$ cat config.mk
export PLATFORM = sky130hd
export DESIGN_NAME = mips_program_loader
export DESIGN_NICKNAME = d
export VERILOG_FILES = /design/src/rtl/mips_program_loader.sv
export SDC_FILE = /design/constraint.sdc
export NUM_CORES = 1
export LEC_CHECK = 0
export BUFFER_PORTS_ARGS = -buffer_cell sky130_fd_sc_hd__buf_2
export CAP_MARGIN = 20
export CELL_PAD_IN_SITES_DETAIL_PLACEMENT = 1
export CELL_PAD_IN_SITES_GLOBAL_PLACEMENT = 1
export CORE_AREA = 2 2 142 144
export CTS_BUF_LIST = sky130_fd_sc_hd__clkbuf_4 sky130_fd_sc_hd__clkbuf_8 sky130_fd_sc_hd__clkbuf_16
export CTS_CLUSTER_DIAMETER = 150
export CTS_CLUSTER_SIZE = 24
export DETAILED_ROUTE_END_ITERATION = 8
export DIE_AREA = 0 0 144 146
export PLACE_DENSITY_LB_ADDON = 0.15
export SLEW_MARGIN = 5
export SYNTH_ARGS = -nofsm -noshare
export SYNTH_HDL_FRONTEND = slang
export SYNTH_SLANG_ARGS = --single-unit
export TNS_END_PERCENT = 1
$ cat constraint.sdc
create_clock -name clk -period 3.3 [get_ports clk]
set_input_delay 0.66 -clock clk [delete_from_list [all_inputs] [get_ports clk]]
set_output_delay 0.66 -clock clk [all_outputs]
set_load 0.05 [all_outputs]
$ cat src/rtl/mips_program_loader.sv
// Program loader for the MIPS-Lite pipeline core.
// Streams a host word image into the shared instruction/data memory, holds
// the core in reset for RESET_HOLD cycles, releases it, and then counts the
// run length until the core signals halt.
//
// Ports:
//   clk, reset            clock, synchronous active-high reset
//   start                 one-cycle pulse; begins a (re)load from IDLE/HALTED
//   in_valid/in_ready     host word handshake (in_ready high only in LOAD)
//   in_data, in_last      program word, final-word marker
//   mem_we/addr/wdata     registered one-cycle word write to memory
//   core_reset            reset to the pipeline core
//   core_halt             halt from the core writeback stage (used in RUN)
//   busy/load_done/halted/error  state flags
//   words_loaded          accepted words in the current image (saturating)
//   run_cycles            cycles spent in RUN (saturating)
module mips_program_loader #(
    parameter int unsigned ADDRESSWIDTH = 32,
    parameter int unsigned DATA         = 32,
    parameter int unsigned MEM_BYTES    = 4096,
    parameter int unsigned RESET_HOLD   = 4
) (
    input  logic                    clk,
    input  logic                    reset,
    input  logic                    start,
    input  logic                    in_valid,
    output logic                    in_ready,
    input  logic [DATA-1:0]         in_data,
    input  logic                    in_last,
    output logic                    mem_we,
    output logic [ADDRESSWIDTH-1:0] mem_addr,
    output logic [DATA-1:0]         mem_wdata,
    output logic                    core_reset,
    input  logic                    core_halt,
    output logic                    busy,
    output logic                    load_done,
    output logic                    halted,
    output logic                    error,
    output logic [31:0]             words_loaded,
    output logic [31:0]             run_cycles
);

    localparam int unsigned CNT_W  = 32;
    localparam int unsigned HOLD_W = (RESET_HOLD > 1) ? $clog2(RESET_HOLD) : 1;

    typedef enum logic [2:0] {
        S_IDLE   = 3'd0,
        S_LOAD   = 3'd1,
        S_HOLD   = 3'd2,
        S_RUN    = 3'd3,
        S_HALTED = 3'd4,
        S_ERR    = 3'd5
    } state_t;

    state_t                  state_q, state_d;
    logic [ADDRESSWIDTH-1:0] ptr_q, ptr_d;
    logic [HOLD_W-1:0]       hold_q, hold_d;
    logic [CNT_W-1:0]        words_q, words_d;
    logic [CNT_W-1:0]        run_q, run_d;
    logic                    mem_we_q, mem_we_d;
    logic [ADDRESSWIDTH-1:0] mem_addr_q, mem_addr_d;
    logic [DATA-1:0]         mem_wdata_q, mem_wdata_d;
    logic                    core_reset_q, core_reset_d;
    logic                    busy_q, busy_d;
    logic                    load_done_q, load_done_d;
    logic                    halted_q, halted_d;
    logic                    error_q, error_d;

    logic                    hs;
    logic [ADDRESSWIDTH-1:0] ptr_inc;
    logic                    restart;

    // Handshake is a decode of the state register plus host valid.
    assign in_ready = (state_q == S_LOAD);
    assign hs       = in_valid && in_ready;
    assign ptr_inc  = ptr_q + ADDRESSWIDTH'(4);
    assign restart  = start && (state_q == S_IDLE || state_q == S_HALTED);

    // State and datapath registers.
    always_ff @(posedge clk) begin
        if (reset) begin
            state_q      <= S_IDLE;
            ptr_q        <= '0;
            hold_q       <= '0;
            words_q      <= '0;
            run_q        <= '0;
            mem_we_q     <= 1'b0;
            mem_addr_q   <= '0;
            mem_wdata_q  <= '0;
            core_reset_q <= 1'b1;
            busy_q       <= 1'b0;
            load_done_q  <= 1'b0;
            halted_q     <= 1'b0;
            error_q      <= 1'b0;
        end else begin
            state_q      <= state_d;
            ptr_q        <= ptr_d;
            hold_q       <= hold_d;
            words_q      <= words_d;
            run_q        <= run_d;
            mem_we_q     <= mem_we_d;
            mem_addr_q   <= mem_addr_d;
            mem_wdata_q  <= mem_wdata_d;
            core_reset_q <= core_reset_d;
            busy_q       <= busy_d;
            load_done_q  <= load_done_d;
            halted_q     <= halted_d;
            error_q      <= error_d;
        end
    end

    // Next-state logic.
    always_comb begin
        state_d = state_q;
        case (state_q)
            S_IDLE:   if (start) state_d = S_LOAD;
            S_LOAD: begin
                if (hs) begin
                    // in_last wins over the end-of-memory check.
                    if (in_last)
                        state_d = S_HOLD;
                    else if (ptr_inc == ADDRESSWIDTH'(MEM_BYTES))
                        state_d = S_ERR;
                end
            end
            S_HOLD:   if (hold_q == HOLD_W'(RESET_HOLD - 1)) state_d = S_RUN;
            S_RUN:    if (core_halt) state_d = S_HALTED;
            S_HALTED: if (start) state_d = S_LOAD;
            S_ERR:    state_d = S_ERR;
            default:  state_d = S_IDLE;
        endcase
    end

    // Datapath and registered output flags (flags follow the next state).
    always_comb begin
        ptr_d       = ptr_q;
        hold_d      = hold_q;
        words_d     = words_q;
        run_d       = run_q;
        mem_we_d    = 1'b0;
        mem_addr_d  = mem_addr_q;
        mem_wdata_d = mem_wdata_q;

        if (restart) begin
            ptr_d   = '0;
            hold_d  = '0;
            words_d = '0;
            run_d   = '0;
        end

        if (hs) begin
            mem_we_d    = 1'b1;
            mem_addr_d  = ptr_q;
            mem_wdata_d = in_data;
            ptr_d       = ptr_inc;
            words_d     = (words_q == '1) ? words_q : words_q + CNT_W'(1);
            hold_d      = '0;
        end

        if (state_q == S_HOLD)
            hold_d = hold_q + HOLD_W'(1);

        if (state_q == S_RUN)
            run_d = (run_q == '1) ? run_q : run_q + CNT_W'(1);

        core_reset_d = !(state_d == S_RUN || state_d == S_HALTED);
        busy_d       = (state_d == S_LOAD || state_d == S_HOLD);
        load_done_d  = (state_d == S_RUN || state_d == S_HALTED);
        halted_d     = (state_d == S_HALTED);
        error_d      = (state_d == S_ERR);
    end

    assign mem_we       = mem_we_q;
    assign mem_addr     = mem_addr_q;
    assign mem_wdata    = mem_wdata_q;
    assign core_reset   = core_reset_q;
    assign busy         = busy_q;
    assign load_done    = load_done_q;
    assign halted       = halted_q;
    assign error        = error_q;
    assign words_loaded = words_q;
    assign run_cycles   = run_q;

endmodule

# Word level (Yosys, flattened, before mapping)
# Index checks and enable logic that the tools add are counted.
totals:
  in_bits: 38
  word_cells: 63
  output_inout_bits: 135
  register_bits: 171
classes:
  addsub: 4
  n_reduce_logical: 13
  n_mux: 17
  n_eq_ne: 16
ops:
  columns: ["op", "n"]
  rows:
  - ["$mux W32", 6]
  - ["$add A32 B1 Y32 const B", 2]
  - ["$eq A32 B32 Y1 const B", 2]
  - ["$add A32 B3 Y32 const B", 1]
  - ["$eq A32 B13 Y1 const B", 1]
  - ["$mux W3", 6]
  - ["$pmux W3 S5", 1]
  - ["$eq A3 B2 Y1 const B", 4]
  - ["$eq A3 B3 Y1 const B", 4]
  - ["$eq A3 B1 Y1 const B", 2]
  - ["$mux W2", 3]
  - ["$ne A2 B2 Y1 const B", 2]
  - ["$reduce_and A2 Y1", 2]
  - ["$reduce_bool A2 Y1", 2]
  - ["$logic_not A3 Y1", 1]
  - ["$logic_or A1 B1 Y1", 3]
  - ["$reduce_bool A3 Y1", 1]
  - ["$add A2 B1 Y2 const B", 1]
  - ["$eq A2 B2 Y1 const B", 1]
  - ["$logic_and A1 B1 Y1", 2]
  - ["$reduce_or A2 Y1", 1]
  - ["$logic_not A1 Y1", 1]
  - ["$mux W1", 1]

# Longest topological paths before layout
depth:
  depth_word: 9
  mapped_depth: 9
  depth_no_buf: 8

# Worst setup path before layout
# No wires, ideal clock.
synth_timing:
  path_type: "reg2reg"
  startpoint: "reg words_q[20], in the netlist words_loaded[20]"
  endpoint: "reg words_q[19], in the netlist words_loaded[19]"
  required_time_ns: 3.172
  path_buffers: 0
  t_arrival_ns: 2.665
  path_stages_with_launch: 8
  setup_time_ns: 0.128
  slack_ns: 0.507
  period_less_slack_ns: 2.793
  cell_sequence: "dfxtp_1 nand4_1 or4_1 nor4_1 a21oi_1 nand4_1 xor2_1 nor2_1"
synth_between:
  elab_chain_cells: 3
synth_rtl:
  columns: ["item", "line", "source"]
  rows:
  - ["start, declared", "58", "logic [CNT_W-1:0] words_q, words_d;"]
  - ["start signal, assigned", "99", "words_q <= words_d;"]
  - ["$eq A32 B32 Y1", "156", "words_d = (words_q == '1) ? words_q : words_q + CNT_W'(1);"]
  - ["$ne A2 B2 Y1 (no source line)", null, null]
  - ["$reduce_and A2 Y1 (no source line)", null, null]
# No other way between the ends.
# A chain may end at the register's enable or synchronous reset.

# Final worst setup path
layout_timing:
  startpoint: "reg ptr_q[2]"
  endpoint: "reg error_q, in the netlist error"
layout_between:
  elab_chain_cells: 7
layout_rtl:
  columns: ["item", "line", "source"]
  rows:
  - ["start, declared", "56", "logic [ADDRESSWIDTH-1:0] ptr_q, ptr_d;"]
  - ["start signal, assigned", "97", "ptr_q <= ptr_d;"]
  - ["$add A32 B3 Y32", "76", "assign ptr_inc = ptr_q + ADDRESSWIDTH'(4);"]
  - ["$eq A32 B13 Y1", "122", "else if (ptr_inc == ADDRESSWIDTH'(MEM_BYTES))"]
  - ["$mux W3", "122", null]
  - ["$mux W3", "120", "if (in_last)"]
  - ["$mux W3", "118", "if (hs) begin"]
  - ["$pmux W3 S5", "115", "case (state_q)"]
  - ["$eq A3 B3 Y1", "170", "error_d = (state_d == S_ERR);"]
  - ["end signal, assigned", "108", "error_q <= error_d;"]
  - ["end, declared", "67", "logic error_q, error_d;"]
# No other way between the ends.

==> qor.txt <==
status: complete, no violations
clk slew on worst S/H paths: 70 ps
TritonRoute pass-1 iters: 5
total wire length: 22,300 um
final setup vio count: 0
via count: 7,263
reg2reg setup slack: 240 ps
hold crit path type: flop to flop
Worst Path Buf+Inv: 0
Final Hold Vio Count: 0
Core Rows: 51
minimum clock period: 3060 ps
IO Pins: 173
vias in the first global route: 7,230
Clock Latency Late Sink: 440 ps
Max Fclk: 0.327 GHz
Setup TNS: 0 ps
endpoint type of the worst setup path: flop
Max-Cap Viols: 0
worst vdd ir: 0.359 mV
Post-Synthesis Mean Instance Area: 7.93 um^2
actual slew at the worst max-slew pin: 1020 ps
Max Clock Skew: 15.9 ps
first-pass GRT wire length: 36,700 um
critical path's top delay family: simple AND/OR/NAND/NOR gates
commonest non-fill, non-tap cell in the layout: nand2_1
most frequent cells in the layout: nand2_1 (181), buf_2 (169), dfxtp_1 (167), nor2_1 (110), a21oi_1 (101)
dpl ws: 277 ps
DIE WIDTH: 144 um
top_reg_cell synth: dfxtp_1
slowest CP cell: or4_4
Design Power: 4540 uW
Clock Sink Count: 167
All-Layer GR Usage: 21.4%
Via-to-Cell Ratio: 5.21
share of cells above drive strength 1: 21.4%
CTS H-tree depth: 4
initial antenna violation count: 1
largest net degree at the start of global routing: 95
Async S/R FF share, synth: 0%
crit path cell chain: ha_1, nand4_4, or4_4, nor3_4, a31oi_1, or4_1, o31ai_2, nor3b_2
Max Slew Vio Count: 0
DP HPWL: 15,100 um
worst setup margin: 239 ps
count of input and output buffers: 170
TritonCTS clock tree: built
Rel. slew slack: 32.0%
synthesis-stage register bit count: 167
Finished Cell Area: 9350 um^2
Worst Path Class, Setup: flop to flop
DRC: 0
non-filler instance count after layout: 1,393
Placed Cells: 1,360
cts repair resizes: 0
Avg WL per Cell: 16.0 um
Die Y-Extent: 146 um
YS warnings: 0
Post-synth EDFFs: 0
CP required: 3660 ps
post-synthesis sequential area ratio: 43.4%
Root Buffer: clkbuf_16
Initial Util: 39.8%
Final #Nets: 1,156
Iteration-0 DRC Markers: 347
dpl cell area: 8720 um^2
Final ANT Viol Nets: 0
PwrDens: 486 nW/um^2
synth unique cells: 67
Hold Buf Count CTS: 0
Post-CTS Setup Bufs: 0
Post-Syn Area: 7700 um^2
element type at the critical path start: flop
RSZ-0062 raised after global routing: false
Core Footprint: 19,300 um^2
die footprint: 21,000 um^2
WP data arrival: 3420 ps
Leakage: 0.00364 uW
grt total ovfl: 0
period utilization: 92.8%
Cells after Synth: 971
max incr delay on CP: 590 ps
CP max FO: 9
area grow syn2layout: 21.4%
CTS max path bufs: 2
gp weighted congestion: 0.796
CTS buffer count: 17
registers in the layout, summed over array words and instances, names as in the netlist, 2 cells and up:
signal        count
state_q           3
words_loaded     32
run_cycles       32
hold_q            2
ptr_q            30
mem_wdata        32
mem_addr         30
metal layers:
layer  share of wire [%]  up-vias  GRT usage (%)
met5                   0        -              0
met4                0.86        0           4.80
met3                 3.9       13           5.50
met2                  48      117           34.9
met1                  47     3490           28.4
li1                    -     3643              -
cell type report:
| type | instances | area (um^2) |
|---|---|---|
| fillers | 2419 | 9980 |
| multi-input cells | 724 | 3980 |
| flip-flops and latches | 167 | 3340 |
| repair buffers | 189 | 1010 |
| clock buffers | 17 | 425 |
| well taps | 265 | 332 |
| clock inverters | 15 | 209 |
| inverters | 15 | 56.3 |
| diodes | 1 | 2.50 |
metrics by stage:
step	hold slack (ps)	util [%]
2_1_floorplan	474	-
3_3_place_gp	439	45.1
3_5_place_dp	444	45.1
4_1_cts	443	48.4
5_1_grt	446	48.4
6_report	449	48.4
worst paths after layout:
path / start / end / cells past startpoint
setup / recovery: ptr_q[2] / error / 8
hold / removal: mem_addr[15] / mem_addr[15] / 2
setup reg to reg: ptr_q[2] / error / 8
hold reg to reg: mem_addr[15] / mem_addr[15] / 2
report_power, final:
| group | internal (uW) | switching [uW] |
|---|---|---|
| combinational | 82.0 | 251 |
| clock | 1230 | 927 |
| sequential | 2040 | 16.4 |
| total | 3350 | 1190 |
tightest hold or removal path, cell delays in order, from the launching register on:
cell and delay [ps]:
dfxtp_1 310, nand2_1 50, a21oi_1 50
cells by family (layout without fill, tap and decap cells):
| kind of cell | Yosys count | in the layout | share of synthesized area (%) |
|---|---|---|---|
| simple gates | 481 | 481 | 30.0 |
| compound gates | 174 | 174 | 13.4 |
| flops | 167 | 167 | 43.4 |
| buf+inv | 81 | 236 | 5.31 |
| xor+xnor | 61 | 61 | 6.94 |
| fa+ha+maj | 4 | 4 | 0.650 |
| mux | 2 | 2 | 0.260 |
| other cells | 1 | 3 | 0.0487 |
cells in the mapped netlist (3+ instances only):
library cell | number | share of area, %
nand4_1 | 35 | 2.8
or3_1 | 10 | 0.81
nand2_1 | 181 | 8.8
xor2_1 | 30 | 3.4
nor3b_1 | 4 | 0.39
nor3_1 | 24 | 1.6
or2_2 | 3 | 0.24
nor4_1 | 15 | 1.2
xnor2_1 | 31 | 3.5
a21oi_1 | 101 | 6.6
and4_1 | 8 | 0.91
nand3_1 | 41 | 2.7
buf_4 | 6 | 0.58
nor2_1 | 110 | 5.4
nand3b_1 | 4 | 0.39
a311oi_1 | 8 | 0.91
a211oi_1 | 4 | 0.39
and2_1 | 6 | 0.49
o21ai_0 | 28 | 1.8
dfxtp_1 | 167 | 43
inv_1 | 15 | 0.73
and3_1 | 19 | 1.5
a31oi_1 | 7 | 0.57
o211ai_1 | 3 | 0.29
ha_1 | 4 | 0.65
clkbuf_8 | 6 | 1.1
clkbuf_1 | 47 | 2.3
or4_1 | 3 | 0.29
No activity file was read; power rests on OpenSTA's default activity.
